## src/rtl/l1_line_burst_if.sv

```systemverilog
// Interfaces for l1_line_burst: the line-request side (towards the L1 MMU)
// and the word-beat side (towards backing memory). Both sides carry plain
// level/pulse signals; see l1_line_burst for the protocol.
//
// l1_line_req_if
//   master = requester : req_read, req_write, req_addr, req_wdata
//   slave  = burst unit: read_done, write_done, read_data, burst_err
// l1_word_mem_if
//   master = burst unit: mem_req, mem_we, mem_addr, mem_wdata
//   slave  = memory    : mem_ready, mem_rdata

interface l1_line_req_if #(
    parameter int WORDS = 8
);
    logic                  req_read;
    logic                  req_write;
    logic [31:0]           req_addr;
    logic [WORDS*32-1:0]   req_wdata;
    logic                  read_done;
    logic                  write_done;
    logic [WORDS*32-1:0]   read_data;
    logic                  burst_err;

    modport master (
        output req_read, req_write, req_addr, req_wdata,
        input  read_done, write_done, read_data, burst_err
    );

    modport slave (
        input  req_read, req_write, req_addr, req_wdata,
        output read_done, write_done, read_data, burst_err
    );
endinterface

interface l1_word_mem_if;
    logic        mem_req;
    logic        mem_we;
    logic [31:0] mem_addr;
    logic [31:0] mem_wdata;
    logic        mem_ready;
    logic [31:0] mem_rdata;

    modport master (
        output mem_req, mem_we, mem_addr, mem_wdata,
        input  mem_ready, mem_rdata
    );

    modport slave (
        input  mem_req, mem_we, mem_addr, mem_wdata,
        output mem_ready, mem_rdata
    );
endinterface

```

## src/rtl/l1_line_burst.sv

```systemverilog
// Purpose : split one cache-line read/write into WORDS sequential 32-bit memory beats.
// Latency : accept edge 0, beats from cycle 1 (one per cycle at zero wait), done pulse after last beat.
// Backpr. : each beat holds mem_req until mem_ready; a beat stalled MAX_WAIT cycles aborts with burst_err.
//
// Ports
//   sys_clk, rst : clock (rising edge) and synchronous active-high reset
//   req (slave)  : line request in (req_read/req_write level, held until done),
//                  read_done/write_done 1-cycle pulses, read_data line, burst_err
//   mem (master) : word beat out (mem_req held until mem_ready), mem_rdata in

module l1_line_burst #(
    parameter int WORDS    = 8,
    parameter int MAX_WAIT = 255
) (
    input  logic          sys_clk,
    input  logic          rst,
    l1_line_req_if.slave  req,
    l1_word_mem_if.master mem
);

    localparam int BW = (WORDS > 1) ? $clog2(WORDS) : 1;
    localparam int CW = (MAX_WAIT > 1) ? $clog2(MAX_WAIT + 1) : 1;
    // Byte-offset bits inside one line are cleared to form the line base.
    localparam logic [31:0] LINE_MASK = ~(32'(WORDS * 4) - 32'd1);

    typedef enum logic [1:0] {
        IDLE  = 2'd0,
        BURST = 2'd1,
        DONE  = 2'd2
    } state_t;

    state_t                  state_q, state_d;
    logic [31:0]             base_q, base_d;
    logic [WORDS-1:0][31:0]  wdata_q, wdata_d;
    logic [WORDS-1:0][31:0]  rdata_q, rdata_d;
    logic                    we_q, we_d;
    logic                    err_q, err_d;
    logic [BW-1:0]           beat_q, beat_d;
    logic [CW-1:0]           wait_q, wait_d;

    logic accept;
    logic beat_fire;
    logic last_beat;
    logic timeout;

    // Write has priority when both request levels are high; the read is simply
    // not accepted and the requester reissues it.
    assign accept    = (state_q == IDLE) && (req.req_write || req.req_read);
    assign beat_fire = (state_q == BURST) && mem.mem_ready;
    assign last_beat = (beat_q == BW'(WORDS - 1));
    // The stall that would bring the wait count up to MAX_WAIT ends the burst.
    assign timeout   = (state_q == BURST) && !mem.mem_ready &&
                       (wait_q == CW'(MAX_WAIT - 1));

    // ---------------- state register ----------------
    always_ff @(posedge sys_clk) begin
        if (rst) begin
            state_q <= IDLE;
        end else begin
            state_q <= state_d;
        end
    end

    // ---------------- next-state logic ----------------
    always_comb begin
        state_d = state_q;
        unique case (state_q)
            IDLE:    if (accept) state_d = BURST;
            BURST:   if ((beat_fire && last_beat) || timeout) state_d = DONE;
            DONE:    state_d = IDLE;
            default: state_d = IDLE;
        endcase
    end

    // ---------------- datapath registers ----------------
    always_ff @(posedge sys_clk) begin
        if (rst) begin
            base_q  <= '0;
            wdata_q <= '0;
            rdata_q <= '0;
            we_q    <= 1'b0;
            err_q   <= 1'b0;
            beat_q  <= '0;
            wait_q  <= '0;
        end else begin
            base_q  <= base_d;
            wdata_q <= wdata_d;
            rdata_q <= rdata_d;
            we_q    <= we_d;
            err_q   <= err_d;
            beat_q  <= beat_d;
            wait_q  <= wait_d;
        end
    end

    always_comb begin
        base_d  = base_q;
        wdata_d = wdata_q;
        rdata_d = rdata_q;
        we_d    = we_q;
        err_d   = err_q;
        beat_d  = beat_q;
        wait_d  = wait_q;
        if (accept) begin
            // Request fields are captured once; later changes are ignored.
            base_d  = req.req_addr & LINE_MASK;
            wdata_d = req.req_wdata;
            we_d    = req.req_write;
            err_d   = 1'b0;
            beat_d  = '0;
            wait_d  = '0;
        end else if (beat_fire) begin
            // Only beats actually received update the line; an aborted read
            // leaves the remaining words at their previous values.
            if (!we_q) rdata_d[beat_q] = mem.mem_rdata;
            wait_d = '0;
            if (!last_beat) beat_d = beat_q + BW'(1);
        end else if (timeout) begin
            err_d = 1'b1;
        end else if (state_q == BURST) begin
            wait_d = wait_q + CW'(1);
        end
    end

    // ---------------- outputs ----------------
    always_comb begin
        mem.mem_req    = 1'b0;
        mem.mem_we     = 1'b0;
        mem.mem_addr   = '0;
        mem.mem_wdata  = '0;
        req.read_done  = 1'b0;
        req.write_done = 1'b0;
        req.burst_err  = 1'b0;
        if (state_q == BURST) begin
            // mem_req stays high across beats so back-to-back beats need no gap.
            mem.mem_req   = 1'b1;
            mem.mem_we    = we_q;
            mem.mem_addr  = base_q + (32'(beat_q) << 2);
            mem.mem_wdata = we_q ? wdata_q[beat_q] : 32'd0;
        end
        if (state_q == DONE) begin
            req.read_done  = !we_q;
            req.write_done = we_q;
            req.burst_err  = err_q;
        end
    end

    assign req.read_data = rdata_q;

endmodule

```

## src/flat_wrapper.sv

```systemverilog
// flat-port wrapper written by rule: the top's interface ports become plain ports
module l1_line_burst_flat 
#(
    parameter int WORDS    = 8,
    parameter int MAX_WAIT = 255
)
  (sys_clk, rst, req_req_read, req_req_write, req_req_addr, req_req_wdata, req_read_done, req_write_done, req_read_data, req_burst_err, mem_mem_req, mem_mem_we, mem_mem_addr, mem_mem_wdata, mem_mem_ready, mem_mem_rdata);
  l1_line_req_if #(.WORDS(WORDS)) req_i ();
  l1_word_mem_if mem_i ();
  input  logic sys_clk;
  input  logic rst;
  input wire logic [$bits(req_i.req_read)-1:0] req_req_read;
  input wire logic [$bits(req_i.req_write)-1:0] req_req_write;
  input wire logic [$bits(req_i.req_addr)-1:0] req_req_addr;
  input wire logic [$bits(req_i.req_wdata)-1:0] req_req_wdata;
  output wire logic [$bits(req_i.read_done)-1:0] req_read_done;
  output wire logic [$bits(req_i.write_done)-1:0] req_write_done;
  output wire logic [$bits(req_i.read_data)-1:0] req_read_data;
  output wire logic [$bits(req_i.burst_err)-1:0] req_burst_err;
  output wire logic [$bits(mem_i.mem_req)-1:0] mem_mem_req;
  output wire logic [$bits(mem_i.mem_we)-1:0] mem_mem_we;
  output wire logic [$bits(mem_i.mem_addr)-1:0] mem_mem_addr;
  output wire logic [$bits(mem_i.mem_wdata)-1:0] mem_mem_wdata;
  input wire logic [$bits(mem_i.mem_ready)-1:0] mem_mem_ready;
  input wire logic [$bits(mem_i.mem_rdata)-1:0] mem_mem_rdata;
  assign req_i.req_read = req_req_read;
  assign req_i.req_write = req_req_write;
  assign req_i.req_addr = req_req_addr;
  assign req_i.req_wdata = req_req_wdata;
  assign req_read_done = req_i.read_done;
  assign req_write_done = req_i.write_done;
  assign req_read_data = req_i.read_data;
  assign req_burst_err = req_i.burst_err;
  assign mem_mem_req = mem_i.mem_req;
  assign mem_mem_we = mem_i.mem_we;
  assign mem_mem_addr = mem_i.mem_addr;
  assign mem_mem_wdata = mem_i.mem_wdata;
  assign mem_i.mem_ready = mem_mem_ready;
  assign mem_i.mem_rdata = mem_mem_rdata;
  l1_line_burst #(.WORDS(WORDS), .MAX_WAIT(MAX_WAIT)) u_core (.sys_clk(sys_clk), .rst(rst), .req(req_i), .mem(mem_i));
endmodule
```

## config.mk

```make
export PLATFORM = sky130hd
export DESIGN_NAME = l1_line_burst_flat
export DESIGN_NICKNAME = d
export VERILOG_FILES = /design/src/rtl/l1_line_burst_if.sv /design/src/rtl/l1_line_burst.sv /design/src/flat_wrapper.sv
export SDC_FILE = /design/constraint.sdc
export NUM_CORES = 1
export LEC_CHECK = 0
export ABC_AREA = 1
export BUFFER_PORTS_ARGS = -buffer_cell sky130_fd_sc_hd__buf_2
export CORE_AREA = 2 2 255 257
export CTS_CLUSTER_DIAMETER = 30
export DETAILED_ROUTE_END_ITERATION = 7
export DIE_AREA = 0 0 257 259
export MAX_ROUTING_LAYER = met4
export PLACE_DENSITY = 0.67
export SLEW_MARGIN = 20
export SYNTH_ARGS = -nofsm -noshare
export SYNTH_HDL_FRONTEND = slang
export SYNTH_SLANG_ARGS = --single-unit
```

## constraint.sdc

```tcl
create_clock -name sys_clk -period 2.1 [get_ports sys_clk]
set_clock_uncertainty 0.05 [all_clocks]
set_input_delay 0.42 -clock sys_clk [delete_from_list [all_inputs] [get_ports sys_clk]]
set_output_delay 0.42 -clock sys_clk [all_outputs]
set_load 0.005 [all_outputs]
```

# After elaboration in Yosys (flattened, before gate mapping)
# Index checks and enable logic that the tools add are counted.
# totals
regBits	554
inputBits	325
output_inout_bits	325
word_cells	72
# op_classes
add_sub_neg	3
order_cmp	2
n_eq_ne	6
n_mux	16
bitwise_logic	5
reduce_logical	18
# ops
operator	count
$bwmux 256	1
$mux 32	5
$bmux 32 s3	1
$demux 32 s3	1
$add 32x5->32	1
$add 8x1->8 const B	1
$eq 8x8->1 const B	1
$reduce_and 2->1	4
$logic_and 1x1->1	6
$mux 1	5
$not 1->1	5
$lt 3x4->1 const B	1
$mux 2	2
$pmux 2 s2	1
$add 3x1->3 const B	1
$eq 3x3->1 const B	1
$ge 3x1->1 const B	1
$reduce_and 3->1	1
$reduce_or 3->1	1
$eq 2x1->1 const B	1
$eq 2x2->1 const B	1
$logic_not 1->1	2
$logic_not 2->1	1
$logic_or 1x1->1	2
other kinds (3)	3

# Logic depth before layout (Yosys ltp)
# Gate-level depths: netlist (run 1).
# logic_depth
word_depth	6
depth_mapped	10
ltp_nobuf	9

# Worst setup path before layout (run 1)
# OpenSTA, ideal clock, no wires.
# synth_timing
path_kind	register to output
startpoint	register u_core.beat_q[0]
endpoint	output mem_mem_wdata[29]
t_arrival_ns	1.499
required_time_ns	1.630
slack_ns	0.131
stages_incl_launch_ff	9
n_path_buf	3
cell_sequence	dfxtp_1 -> buf_2 -> inv_2 -> clkbuf_1 -> clkbuf_1 -> nand2_1 -> a21oi_1 -> o21ai_0 -> a21oi_1
# synth_via
elab_chain_len	4
# synth_rtl
element	line_no	rtl
start, declared	l1_line_burst.sv:38	logic [BW-1:0] beat_q, beat_d;
start signal, assigned	l1_line_burst.sv:91	beat_q <= beat_d;
$bmux 32 s3	l1_line_burst.sv:139	mem.mem_wdata = we_q ? wdata_q[beat_q] : 32'd0;
$mux 32 (implied by the code)	l1_line_burst.sv:139	
$mux 32	l1_line_burst.sv:139	
$mux 32	l1_line_burst.sv:134	if (state_q == BURST) begin
end, declared	flat_wrapper.sv:23	output wire logic [$bits(mem_i.mem_wdata)-1:0] mem_mem_wdata;
# Every way passes these cells. The select of a mux whose other input is x is not followed.

# Worst setup path after layout (run 1)
# layout_timing
startpoint	register u_core.beat_q[0]
endpoint	output mem_mem_wdata[23]
# Same word-level chain as after synthesis.

==> results.yml, run 1 <==
sta:
  setup_tns_ns: -19.14
  finalHoldViolCount: 0
  drv_slew: 0
  max_freq_mhz: 365.4
  slew_headroom: 0.6372
  min_period_ns: 2.737
  rsz0062_at_grt: "yes"
  whs_ns: 0.02787
  setup_viol_count_final: 35
  tightest_slew_ns: 0.5442
  period_share: 1.303
  setup_slack_ns: -0.6371
setup_path:
  rr_startpoint: "u_core.state_q[1]"
  worst-setup-path-type: "reg2out"
  worst_ep_required_time_ns: 1.63
  cp_slowest_stage_delay_ns: 0.51
  startpoint_type: "flop"
  end_kind: "primary output"
  worst-r2r-cell-count: 13
  worstPathArrival_ns: 2.27
  startpoint: "u_core.beat_q[0]"
  worst_path_most_repeated_cell: "nand2_1"
  worstPathMaxFanout: 7
  r2r_slack_ns: 0.06
  crit_slowest_cell: "dfxtp_4"
  endpoint: "mem_mem_wdata[23]"
  worstReg2RegEnd: "u_core.req.read_data[229]"
  path_cells: "clkinv_8 -> buf_12 -> buf_6 -> nand2_1 -> nand2_1 -> nand2_1 -> nand2_1 -> nand2_1 -> a21oi_1 -> buf_2"
floorplan:
  ios: 650
  start_util: 0.3605
  die_h_um: 259
  die-area_mm2: 0.06656
  rows: 93
  coreArea_mm2: 0.06388
  die_w_um: 257
synthesis:
  synth_top_cell_area_share: 0.4816
  yosysUniqueCellTypes: 23
  syn_area_per_cell_um2: 6.738
  synth.yosys.seq_area_share: 0.4816
  syn_inst: 3418
  yosys-top-cells-area: "dfxtp_1 (48%), nor2_1 (17%), nand2_1 (16%)"
  synthesis.area_mm2: 0.02303
  synth-compound-area-share: 0.09866
  synth-seq-cells: 554
  synth_fa_ha_area_frac: 0.002173
  synth_xor_area_frac: 0.0003803
  synth_area_leader_cell: "dfxtp_1"
  synthMuxAreaShare: 0
  synth_top_family_by_area: "simple AND/OR/NAND/NOR gates"
  synthSimpleGateAreaFrac: 0.3486
  ys.warnings.count: 0
power_and_ir_drop:
  total_leakage_power_nw: 16.66
  power.internal_w: 0.02532
  ir_drop_v: 0.0007629
  power_switching_w: 0.008430
  clockPowerShare: 0.556
  power_frac_comb: 0.104
  swShare: 0.2498
  seqPwrFrac: 0.339
  power_w: 0.03375
  p_per_area_mw_per_mm2: 957.0
worst_hold_path:
  hold_path.class: "in2reg"
job:
  maxCapViolations: 0
global_route:
  grt-ovfl-total: 0
  grt_pass1_vias: 23830
  grt_pass1_wl_um: 135400
  grt_max_degree: 141
  antenna_found_initial: 17
  grt_use_total: 0.2689
drt:
  vias: 25370
  viasPerCell: 4.785
  dr.pass1.iters: 5
  drc_errors: 0
  drtIter0Drc: 1892
  detail-route-antenna-nets: 0
  wirelength_um: 94150
  post_drt_wl_per_cell_um: 17.76
layout:
  final_common_cell: "nor2_1"
  final_cell_mix: "nor2_1 (1037), nand2_1 (949), buf_2 (636)"
  layout.area.seq_mm2: 0.01110
  final_nets: 4666
  drive_gt1_frac: 0.2550
  multiInputGateArea_mm2: 0.01086
  fillCellCount: 5745
  area_delta_synth_final_pct: 53.14
outcome:
  violations: "setup timing"
  status: "complete, but fails checks"
cts:
  clock_latency_ns: 0.67
  tritoncts.num_buffers: 112
  numClockSinks: 554
  cts_tree: "yes"
  clockRootBuffer: "clkbuf_16"
  cts_max_level: 3
  cts_buffer_depth: 3
  clkTransAtPathRegs_ns: 0.05
place:
  portBuffers: 642
  hpwl_um: 61000
  gp_congestion: 0.9125
-- sequential cells by signal, indices dropped and copies added (netlist names) --
signal	flops
u_core.wdata_q	256
u_core.err_q	1
u_core.wait_q	8
u_core.req.read_data	256
u_core.beat_q	3
u_core.base_q	27
u_core.state_q	2
u_core.we_q	1
-- logic make-up (layout without fill, tap and decap cells) --
| group | Yosys count | after routing |
|---|---|---|
| xor gates and xnor gates | 1 | 1 |
| other | 1 | 16 |
| adders and majority gates | 4 | 4 |
| DFF | 554 | 554 |
| buffers and inverters | 321 | 1333 |
| AOI/OAI and AO/OA | 454 | 454 |
| and+or+nand+nor | 2083 | 2084 |
-- cell usage after synthesis, drive strengths merged --
| cell | n |
|---|---|
| a21oi | 134 |
| buf | 74 |
| clkbuf | 154 |
| conb | 1 |
| dfxtp | 554 |
| ha | 4 |
| inv | 93 |
| nand2 | 975 |
| nand3 | 20 |
| nand3b | 3 |
| nand4 | 7 |
| nor2 | 1076 |
| nor3 | 2 |
| o21ai | 320 |
| xor2 | 1 |
-- critical path, delay by kind of cell (launching register included) --
kind / cells / cell delay, ns
simple gates: 5 / 0.41
compound gates: 1 / 0.06
buf+inv: 4 / 0.60
flops: 1 / 0.51
-- final cells by class --
type	instances	area share
timing repair buffer	1031	0.2191
inverter	93	0.01107
multi-input combinational	2545	0.3079
antenna	14	0.0009933
tap	855	0.03033
sequential	554	0.3148
clock inverter	61	0.02441
clock buffer	148	0.09135
-- worst min-delay path by stage --
stage | cells after the start | start | end | slack, ns
floorplan | 2 | u_core.wdata_q[116] | u_core.wdata_q[116] | 0.37
global placement | 2 | u_core.base_q[30] | u_core.base_q[30] | 0.39
detailed placement | 2 | u_core.base_q[9] | u_core.base_q[9] | 0.39
CTS | 3 | req_req_wdata[73] | u_core.wdata_q[73] | 0.002
global route | 3 | req_req_addr[24] | u_core.base_q[24] | 0.02
finish | 3 | req_req_wdata[28] | u_core.wdata_q[28] | 0.03
-- per-stage QoR --
stage / cells / util / instance area (µm²) / setup WS (ns)
final: 5301 / 0.5521 / 35270 / -0.6371
after global routing: 5300 / 0.5521 / 35270 / -0.6864
after CTS: 5262 / 0.5396 / 34470 / -0.6098
after detailed placement: 4818 / 0.4320 / 27600 / -0.01269
after global placement: 4818 / 0.4320 / 27600 / 0.009627
after floorplan: 3419 / - / 23030 / 0.1306
-- routing by layer --
metal | global-route usage | part of all wire | vias to the layer above
li1 | - | - | 12500
met1 | 0.2897 | 0.38 | 11520
met2 | 0.4559 | 0.49 | 1104
met4 | 0.1636 | 0.061 | 0
met3 | 0.05536 | 0.073 | 247
met5 | - | 0 | -
-- power groups by stage --
stage | clock network (W) | logic [W] | registers [W]
finish | 0.0188 | 0.00352 | 0.0115
global route | 0.0195 | 0.00386 | 0.0115
CTS | 0.0190 | 0.00331 | 0.0114
detailed placement | 0 | 0.00279 | 0.0116
global placement | 0 | 0.00276 | 0.0116
floorplan | 0 | 0.00168 | 0.0115
-- repair_timing --
item | in CTS | in global routing
gates cloned | 8 | 11
hold endpoints to repair | 216 | 1
endpoints found under the setup margin | 63 | 197
gates resized for setup | 90 | 120
pin swaps | 2 | 25
hold buffers | 216 | 1
buffers inserted | 11 | 18
No activity file was read; power rests on OpenSTA's default activity.
==> run 2, diff against run 1 <==
- ABC_AREA: 1 -> not set
- CORE_AREA: 2 2 255 257 -> 2 2 250 252
- DIE_AREA: 0 0 257 259 -> 0 0 252 254
==> run 2 against run 1 <==
- the flow still finishes with violations (setup timing)
- combinational power is 5% higher
- final cell count down 13%
- synthesized cell count decreased by 18%
- critical path type unchanged
==> results.yml, run 2 <==
global_route:
  grt_pass1_wl_um: 134900
  grt_max_degree: 106
  grt_use_total: 0.2848
  antenna_found_initial: 20
  grt-ovfl-total: 0
  grt_pass1_vias: 22630
drt:
  detail-route-antenna-nets: 0
  wirelength_um: 94480
  vias: 23980
  drtIter0Drc: 1897
  viasPerCell: 5.175
  dr.pass1.iters: 5
  post_drt_wl_per_cell_um: 20.39
  drc_errors: 0
synthesis:
  synth-main-ff-cell: "dfxtp_1"
  synthArstFlopShare: 0
  syn_area_per_cell_um2: 7.907
  synth-seq-cells: 554
  synth_area_leader_cell: "dfxtp_1"
  synthesis.area_mm2: 0.02208
  yosysUniqueCellTypes: 61
  yosys-top-cells-area: "dfxtp_1 (50%), nand2_1 (19%), a21oi_1 (13%)"
  synth_top_cell_area_share: 0.5022
  synth_commonest_cells: "nand2_1 (1105), a21oi_1 (564), dfxtp_1 (554)"
  syn_inst: 2793
  ys.warnings.count: 0
  synth.yosys.seq_area_share: 0.5022
  yosysMostFrequentCell: "nand2_1"
  synth-edff-count: 0
place:
  gp_congestion: 0.9262
  place_inst: 4106
  pre_cts_slack_ns: -0.09402
  hpwl_um: 63100
  portBuffers: 642
setup_path:
  cp_slowest_stage_delay_ns: 0.45
  worst_ep_required_time_ns: 1.63
  worst-setup-path-type: "reg2out"
  worst_path_most_repeated_cell: "buf_4"
  worstPathArrival_ns: 2.34
  worstPathMaxFanout: 9
  crit_slowest_cell: "dfxtp_4"
  end_kind: "primary output"
  path_cells: "buf_4 -> buf_4 -> mux2i_1 -> a2bb2oi_1 -> o221a_2 -> nor2_1 -> buf_2"
  startpoint_type: "flop"
sta:
  rsz0062_at_grt: "yes"
  setup_viol_count_final: 59
  min_period_ns: 2.806
  tightest_slew_ns: 0.5357
  setup_slack_ns: -0.7059
  max_freq_mhz: 356.4
  finalHoldViolCount: 0
  setup_tns_ns: -23.95
  slew_headroom: 0.6429
  period_share: 1.336
  drv_slew: 0
cts:
  clkTransAtPathRegs_ns: 0.05
  cts_tree: "yes"
  clock_latency_ns: 0.66
  tritoncts.num_buffers: 114
  cts_max_level: 3
  numClockSinks: 554
  cts_buffer_depth: 3
  clockRootBuffer: "clkbuf_16"
power_and_ir_drop:
  power_w: 0.03328
  p_per_area_mw_per_mm2: 968.5
  ir_drop_v: 0.0006103
  total_leakage_power_nw: 14.41
floorplan:
  coreArea_mm2: 0.06126
  die-area_mm2: 0.06401
  ios: 650
  die_w_um: 252
  start_util: 0.3605
  rows: 91
  die_h_um: 254
outcome:
  violations: "setup timing"
  status: "complete, but fails checks"
layout:
  final_nets: 4062
  area_delta_synth_final_pct: 55.59
  layout.cells.non_filler: 4634
  final_core_util: 0.5609
  final_common_cell: "nand2_1"
  drive_gt1_frac: 0.3009
  final_cell_mix: "nand2_1 (1103), buf_2 (609), a21oi_1 (556)"
job:
  maxCapViolations: 0
worst_hold_path:
  hold_path.class: "in2reg"
## run 2: cell types whose count changed in the layout (fill, tap and decap cells not counted), moves of 30 or more
cell / previous run / this run
a21oi_1: 103 / 556
and2_4: 0 / 30
buf_6: 12 / 49
dlygate4sd3_1: 217 / 265
inv_1: 86 / 3
mux2i_1: 0 / 30
nand2_1: 949 / 1103
nor2_1: 1037 / 29
o21ai_0: 303 / 2
## run 2: critical path, delay by kind of cell (launching register included)
kind | cells | cell delay, ns
AND/OR/NAND/NOR | 1 | 0.05
AO/OA/AOI/OAI | 2 | 0.43
buffers and inverters | 3 | 0.48
flip-flops | 1 | 0.45
multiplexers | 1 | 0.24
## run 2: power by group
group / leakage [nW] / internal (W) / switching [W]
Sequential: 4.52 / 0.0111 / 0.000390
Clock: 1.89 / 0.0121 / 0.00603
Combinational: 8.00 / 0.00167 / 0.00204
Total: 14.4 / 0.0248 / 0.00846
## run 2: layer usage
layer	GRT usage	share of wire
met1	0.3032	0.36
met2	0.4772	0.49
met3	0.05572	0.075
met4	0.2014	0.074
met5	-	0
## run 2: area by class of cell
class	count	area, µm²
diodes	22	55.05
clock inverters	58	778.2
inverters	6	38.79
flip-flops and latches	554	11110
fillers	5162	26900
clock buffers	147	3167
multi-input cells	1983	10130
repair buffers	1074	8099
well taps	790	988.4
## run 2: final timing paths
path / from / endpoint / slack [ns] / cells past startpoint
max: u_core.beat_q[0] / mem_mem_wdata[11] / -0.71 / 7
max reg2reg: u_core.beat_q[0] / u_core.beat_q[2] / -0.12 / 10
min reg2reg: u_core.req.read_data[31] / u_core.req.read_data[31] / 0.40 / 2
min: req_req_wdata[24] / u_core.wdata_q[24] / 0.04 / 3
## run 2: through the flow
stage	area (µm²)	hold slack [ns]
after floorplan	22090	0.3815
after global placement	26450	0.3868
after detailed placement	26450	0.3923
after CTS	33540	0.0004351
after global routing	34350	0.01277
final	34360	0.03562
## run 2: timing repair
action                                 in CTS  in global routing
endpoints found under the hold margin     270                  0
buffers inserted                           17                 17
cloned                                      3                  1
setup endpoints to repair                  64                 68
hold buffers                              265                  0
gates resized for setup                    69                141
pin swaps                                   7                 44
## run 2: cells by family after synthesis
group	after synthesis	synth area share
compound gates	647	0.1562
buf+inv	257	0.06385
fa+ha+maj	4	0.002266
flops	554	0.5022
simple gates	1240	0.2240
other cells	1	0.0001698
mux	86	0.04974
xor+xnor	4	0.001586
